File: src/rtl/multdiv_iter.sv
// Iterative signed multiply/divide unit for the execute stage.
// Operands are taken as magnitudes and the sign is fixed up at the end.
// Multiply uses shift-add. Divide uses restoring shift-subtract.
// Each operation takes one iteration per operand bit.
//
// Ports:
//   clock           rising-edge clock
//   reset           asynchronous active-low reset
//   data_operandA   multiplicand / dividend (signed)
//   data_operandB   multiplier / divisor (signed)
//   ctrl_MULT       start pulse, multiply (wins over ctrl_DIV)
//   ctrl_DIV        start pulse, divide
//   data_result     low WIDTH bits of product, or quotient; held until next completion
//   data_exception  overflow / divide-by-zero, held with data_result
//   data_resultRDY  one-cycle completion pulse
//   busy            operation in flight (start edge through RDY cycle)
module multdiv_iter #(
  parameter int WIDTH = 32,
  parameter int CNT_W = 6
) (
  input  logic             clock,
  input  logic             reset,
  input  logic [WIDTH-1:0] data_operandA,
  input  logic [WIDTH-1:0] data_operandB,
  input  logic             ctrl_MULT,
  input  logic             ctrl_DIV,
  output logic [WIDTH-1:0] data_result,
  output logic             data_exception,
  output logic             data_resultRDY,
  output logic             busy
);

  typedef enum logic [1:0] {IDLE, MUL, DIV, DONE} state_t;

  localparam logic [CNT_W-1:0] LAST = CNT_W'(WIDTH);
  localparam logic [WIDTH-1:0] SMIN = {1'b1, {(WIDTH-1){1'b0}}};

  state_t               state_q, state_d;
  logic [CNT_W-1:0]     cnt_q, cnt_d;
  // acc: 2W product accumulator, or {remainder, dividend->quotient} for divide
  logic [2*WIDTH-1:0]   acc_q, acc_d;
  logic [2*WIDTH-1:0]   mcand_q, mcand_d;
  logic [WIDTH-1:0]     b_q, b_d;        // multiplier (shifts right) or divisor (static)
  logic                 sign_q, sign_d;
  logic                 dz_q, dz_d;      // divide by zero
  logic                 ovf_q, ovf_d;    // SMIN / -1
  logic [WIDTH-1:0]     res_q, res_d;
  logic                 exc_q, exc_d;

  logic                 start, iter, fin;
  logic [WIDTH-1:0]     a_mag, b_mag;
  logic [WIDTH:0]       sh;
  logic                 ge;
  logic [WIDTH-1:0]     rem_n;
  logic [2*WIDTH-1:0]   prod;
  logic [WIDTH-1:0]     quot;

  assign start = ctrl_MULT | ctrl_DIV;
  assign iter  = (state_q == MUL || state_q == DIV) && cnt_q != LAST;
  assign fin   = (state_q == MUL || state_q == DIV) && cnt_q == LAST;

  // Magnitudes; SMIN negates to itself, which is its correct unsigned magnitude.
  assign a_mag = data_operandA[WIDTH-1] ? -data_operandA : data_operandA;
  assign b_mag = data_operandB[WIDTH-1] ? -data_operandB : data_operandB;

  // Restoring divide step. When the trial subtraction succeeds the true
  // difference is below the divisor, so the low WIDTH bits carry it exactly.
  assign sh    = {acc_q[2*WIDTH-1:WIDTH], acc_q[WIDTH-1]};
  assign ge    = sh >= {1'b0, b_q};
  assign rem_n = ge ? (sh[WIDTH-1:0] - b_q) : sh[WIDTH-1:0];

  assign prod  = sign_q ? -acc_q : acc_q;
  assign quot  = sign_q ? -acc_q[WIDTH-1:0] : acc_q[WIDTH-1:0];

  // State register
  always_ff @(posedge clock or negedge reset) begin
    if (!reset) state_q <= IDLE;
    else        state_q <= state_d;
  end

  // Next state; a start in any state restarts the unit
  always_comb begin
    state_d = state_q;
    case (state_q)
      MUL, DIV: if (cnt_q == LAST) state_d = DONE;
      DONE:     state_d = IDLE;
      default:  state_d = state_q;
    endcase
    if (ctrl_MULT)     state_d = MUL;
    else if (ctrl_DIV) state_d = DIV;
  end

  // Outputs
  always_comb begin
    data_resultRDY = (state_q == DONE);
    busy           = (state_q != IDLE);
    data_result    = res_q;
    data_exception = exc_q;
  end

  // Datapath next state
  always_comb begin
    cnt_d   = cnt_q;
    acc_d   = acc_q;
    mcand_d = mcand_q;
    b_d     = b_q;
    sign_d  = sign_q;
    dz_d    = dz_q;
    ovf_d   = ovf_q;
    res_d   = res_q;
    exc_d   = exc_q;
    if (start) begin
      cnt_d  = '0;
      b_d    = b_mag;
      sign_d = data_operandA[WIDTH-1] ^ data_operandB[WIDTH-1];
      dz_d   = (data_operandB == '0);
      ovf_d  = (data_operandA == SMIN) && (data_operandB == '1);
      if (ctrl_MULT) begin
        acc_d   = '0;
        mcand_d = {{WIDTH{1'b0}}, a_mag};
      end else begin
        acc_d   = {{WIDTH{1'b0}}, a_mag};
        mcand_d = '0;
      end
    end else if (iter) begin
      cnt_d = cnt_q + 1'b1;
      if (state_q == MUL) begin
        acc_d   = acc_q + (b_q[0] ? mcand_q : '0);
        mcand_d = mcand_q << 1;
        b_d     = b_q >> 1;
      end else begin
        acc_d   = {rem_n, acc_q[WIDTH-2:0], ge};
      end
    end else if (fin) begin
      if (state_q == MUL) begin
        res_d = prod[WIDTH-1:0];
        exc_d = !((&prod[2*WIDTH-1:WIDTH-1]) || !(|prod[2*WIDTH-1:WIDTH-1]));
      end else begin
        exc_d = dz_q | ovf_q;
        res_d = (dz_q | ovf_q) ? '0 : quot;
      end
    end
  end

  always_ff @(posedge clock or negedge reset) begin
    if (!reset) begin
      cnt_q   <= '0;
      acc_q   <= '0;
      mcand_q <= '0;
      b_q     <= '0;
      sign_q  <= 1'b0;
      dz_q    <= 1'b0;
      ovf_q   <= 1'b0;
      res_q   <= '0;
      exc_q   <= 1'b0;
    end else begin
      cnt_q   <= cnt_d;
      acc_q   <= acc_d;
      mcand_q <= mcand_d;
      b_q     <= b_d;
      sign_q  <= sign_d;
      dz_q    <= dz_d;
      ovf_q   <= ovf_d;
      res_q   <= res_d;
      exc_q   <= exc_d;
    end
  end

endmodule

File: config.mk
export PLATFORM = sky130hd
export DESIGN_NAME = multdiv_iter
export DESIGN_NICKNAME = d
export VERILOG_FILES = /design/src/rtl/multdiv_iter.sv
export SDC_FILE = /design/constraint.sdc
export NUM_CORES = 1
export LEC_CHECK = 0
export CORE_ASPECT_RATIO = 0.75
export CORE_UTILIZATION = 35
export CTS_BUF_LIST = sky130_fd_sc_hd__clkbuf_2
export DETAILED_ROUTE_END_ITERATION = 10
export PLACE_DENSITY = 0.57
export SETUP_SLACK_MARGIN = 0.5
export SLEW_MARGIN = 5
export SYNTH_ARGS = -nofsm -noshare
export SYNTH_HDL_FRONTEND = slang
export SYNTH_SLANG_ARGS = --single-unit
File: constraint.sdc
create_clock -name clock -period 4.82 [get_ports clock]
set_clock_uncertainty 0.2 [all_clocks]
set_input_delay 0.482 -clock clock [delete_from_list [all_inputs] [get_ports clock]]
set_output_delay 0.482 -clock clock [all_outputs]
set_load 0.1 [all_outputs]
==> results.md <==
- Status: finished clean
- LEAKAGE: 9.26 nW
- Cells after synthesis: 2305
- Fin Setup TNS: 0 ps
- Power, Total: 5.41 mW
- Input/output buffers: 102
- Post-Syn Area: 17700 um^2
- Post-route ant nets: 0
- Starting Density: 0.354
- Fillers: 5143
- Final setup fails: 0
- Hold Path Origin: data_operandA[15]
- DR WL met3: 7420 um
- Power Density: 254 nW/um^2
- Core area: 50100 um^2
- Share of cells above drive strength 1: 0.123
- Ys Warns: 0
- Crit Path Class: register to register
- F_max: 227 MHz
- CTS max path bufs: 3
- I/O pin total: 103
- Met2 WL: 24900 um
- Total CTS buffers: 55
- Die X: 262 um
- Final cell count without fillers: 3170
- Row count: 71
- Fin crit share: 0.916
- Unrepaired setup endpoints after global routing: true
- Synth Net Count: 2479
- H-tree depth: 2
- Sequential area share after synthesis: 0.288
- Top sig layer: met4
- Number of global-route vias before repair: 17100
- CTS tree: yes
- Routed WL: 65800 um
- Wirelength per Cell: 20.7 um
- Slew @ Worst Pin: 1010 ps
- Dominant register cell in the synthesized netlist: dfrtp_1
- Cell variety after synth: 67
- HPWL after detailed placement: 48500 um
- Post-synth EDFFs: 0
- Seq pwr share: 0.368
- CTS Sinks: 204
- Switching share of power: 0.429
- Largest net degree at the start of global routing: 80
- # DRC: 0
- Skew-Pair Late Insertion Delay: 1040 ps
- Iteration-0 DRC Markers: 1700
- First-pass GRT wire length: 101000 um
- R2R Path Start: acc_q[21]
- #FFs+latches synth: 204
- CP Launch Point: acc_q[21]
- Int Pwr: 3.09 mW
- Worst slew margin: 0.322
- VDD IR-drop max: 0.168 mV
- Total Die Area: 51600 um^2
- Max cap viols: 0
- Critical-path maximum fanout: 6
- Placed cell count: 3020
- Clk pin slew, worst setup/hold paths: 140 ps
- Initial antenna violation count: 3
- Root Buffer: clkbuf_2
- CP Capture Type: register
- Ys async rst share: 1.00
- Final-report max-slew violation count: 0
- Final Wtd Congestion: 0.946
- Type of the worst min-delay path: primary input to register
- Chip Height: 197 um
- Startpoint types: register
- Final min period: 4410 ps
- Overall Global Routing Usage: 0.254
- Clock Power Share: 0.236
- Area Overhead vs Synth: 20.2%
- Req. time, crit path: 5550 ps
- Grt ovf: 0
- Mean Syn Cell Area: 7.69 um^2
- CP arrival: 5140 ps
- DR vias: 18100
- Vias/cell: 5.71
- Hold Vio Cnt, Final: 0
- Final net count: 2647
- Sw Pwr: 2.32 mW
- First-pass iteration count of the detailed router: 6
- Combinational fraction of design power: 0.396
- Met1 Wirelength: 32400 um
==> state kept, by name (all words and copies together) (netlist names) <==
register and flops:
acc_q 64, cnt_q 6, sign_q 1, state_q 2, mcand_q 64, data_result 32
ovf_q 1, b_q 32, dz_q 1, data_exception 1
==> critical path, stage by stage, from the launching register on <==
cell	delay, ps
dfrtp_1	400
or4_4	560
or4_4	470
or4_4	540
or2_4	310
nor2_8	120
nand3_4	90
or3_1	330
o21ai_1	90
a32oi_1	110
or4_1	540
or4_1	410
o221ai_1	90
a31oi_1	60
==> path summary, 6_finish.rpt <==
kind / end / slack (ps) / cells after the start
min reg2reg: data_result[15] / 290 / 2
min in group asynchronous: mcand_q[49] / 430 / 4
max: data_exception / 410 / 13
max in group asynchronous: mcand_q[41] / 3350 / 4
max reg2reg: data_exception / 410 / 13
min: mcand_q[15] / 110 / 4
==> power by group through the flow <==
stage / clock [mW] / combinational (mW) / sequential (mW)
3_5_place_dp: 0 / 1.98 / 2.01
3_3_place_gp: 0 / 1.97 / 2.01
6_report: 1.28 / 2.14 / 1.99
5_1_grt: 1.40 / 2.33 / 2.00
4_1_cts: 1.32 / 2.05 / 1.98
2_1_floorplan: 0 / 1.30 / 1.98
==> layout make-up <==
cell class / instances / area (um^2) / share of cell area
multi-input cells: 1894 / 12400 / 0.582
flip-flops and latches: 204 / 5110 / 0.240
repair buffers: 248 / 2250 / 0.106
well taps: 657 / 822 / 0.0386
clock buffers: 84 / 420 / 0.0197
inverters: 70 / 263 / 0.0123
clock inverters: 11 / 50.0 / 0.00235
diodes: 2 / 5.00 / 0.000235
==> stage by stage <==
stage	worst slack [ps]	hold slack (ps)	cell area, um^2	util
2_1_floorplan	468	-13.6	17700	-
3_3_place_gp	42.6	261	19800	0.396
3_5_place_dp	18.4	271	19800	0.396
4_1_cts	397	4.80	20900	0.416
5_1_grt	325	87.2	21300	0.426
6_report	407	107	21300	0.426
==> cells in the mapped netlist (51+ instances only) <==
cell      number  area share
nand2_1      320       0.068
nor2_1       206       0.044
dfrtp_1      204        0.29
a21oi_1      198       0.056
o21ai_0      168       0.047
xnor2_1      121       0.060
clkbuf_1     118       0.025
ha_1         104       0.073
xor2_1        83       0.041
and2_1        69       0.024
inv_1         68       0.014
a211oi_1      66       0.028
a21o_1        51       0.022
==> metal layers <==
metal,global-route usage,vias up
li1,-,8598
met1,0.387,8702
met2,0.330,714
met3,0.0949,84
met4,0.0574,0
met5,0,-
==> cell families after synthesis <==
kind of cell    Yosys count  share of synthesized area
simple gates            846                      0.225
xor+xnor                204                      0.101
compound gates          691                      0.240
buf+inv                 207                     0.0443
fa+ha+maj               106                     0.0756
mux                      47                     0.0265
flops                   204                      0.288
==> what timing repair did <==
| item | CTS | global route |
|---|---|---|
| pin swaps | 12 | 28 |
| resized for setup | 34 | 70 |
| gates cloned | 1 | 0 |
| endpoints found under the hold margin | 284 | 0 |
| endpoints found under the setup margin | 25 | 30 |
| setup buffers | 9 | 14 |
| hold buffers | 29 | 0 |
==> cell usage in the layout, fill, tap and decap left out, types with 13 or more instances in the layout <==
cell type	instances
a21oi_1	186
buf_4	114
o41ai_1	15
a211oi_1	65
a31oi_1	47
clkdlybuf4s50_1	99
nand4_1	32
o31ai_1	33
a21o_1	51
mux2i_1	47
xnor2_1	120
nor4_1	17
nand3_1	31
nor2b_1	17
dfrtp_1	201
ha_1	92
o21ai_0	158
inv_1	68
o21ai_1	13
nand2_1	319
xor2_1	83
nor3_1	37
or3_1	13
nand2b_1	22
dlygate4sd3_1	28
nor2_1	203
or4_1	17
o21bai_1	14
clkbuf_2	84
and2_1	69
No activity file was read; power rests on OpenSTA's default activity.
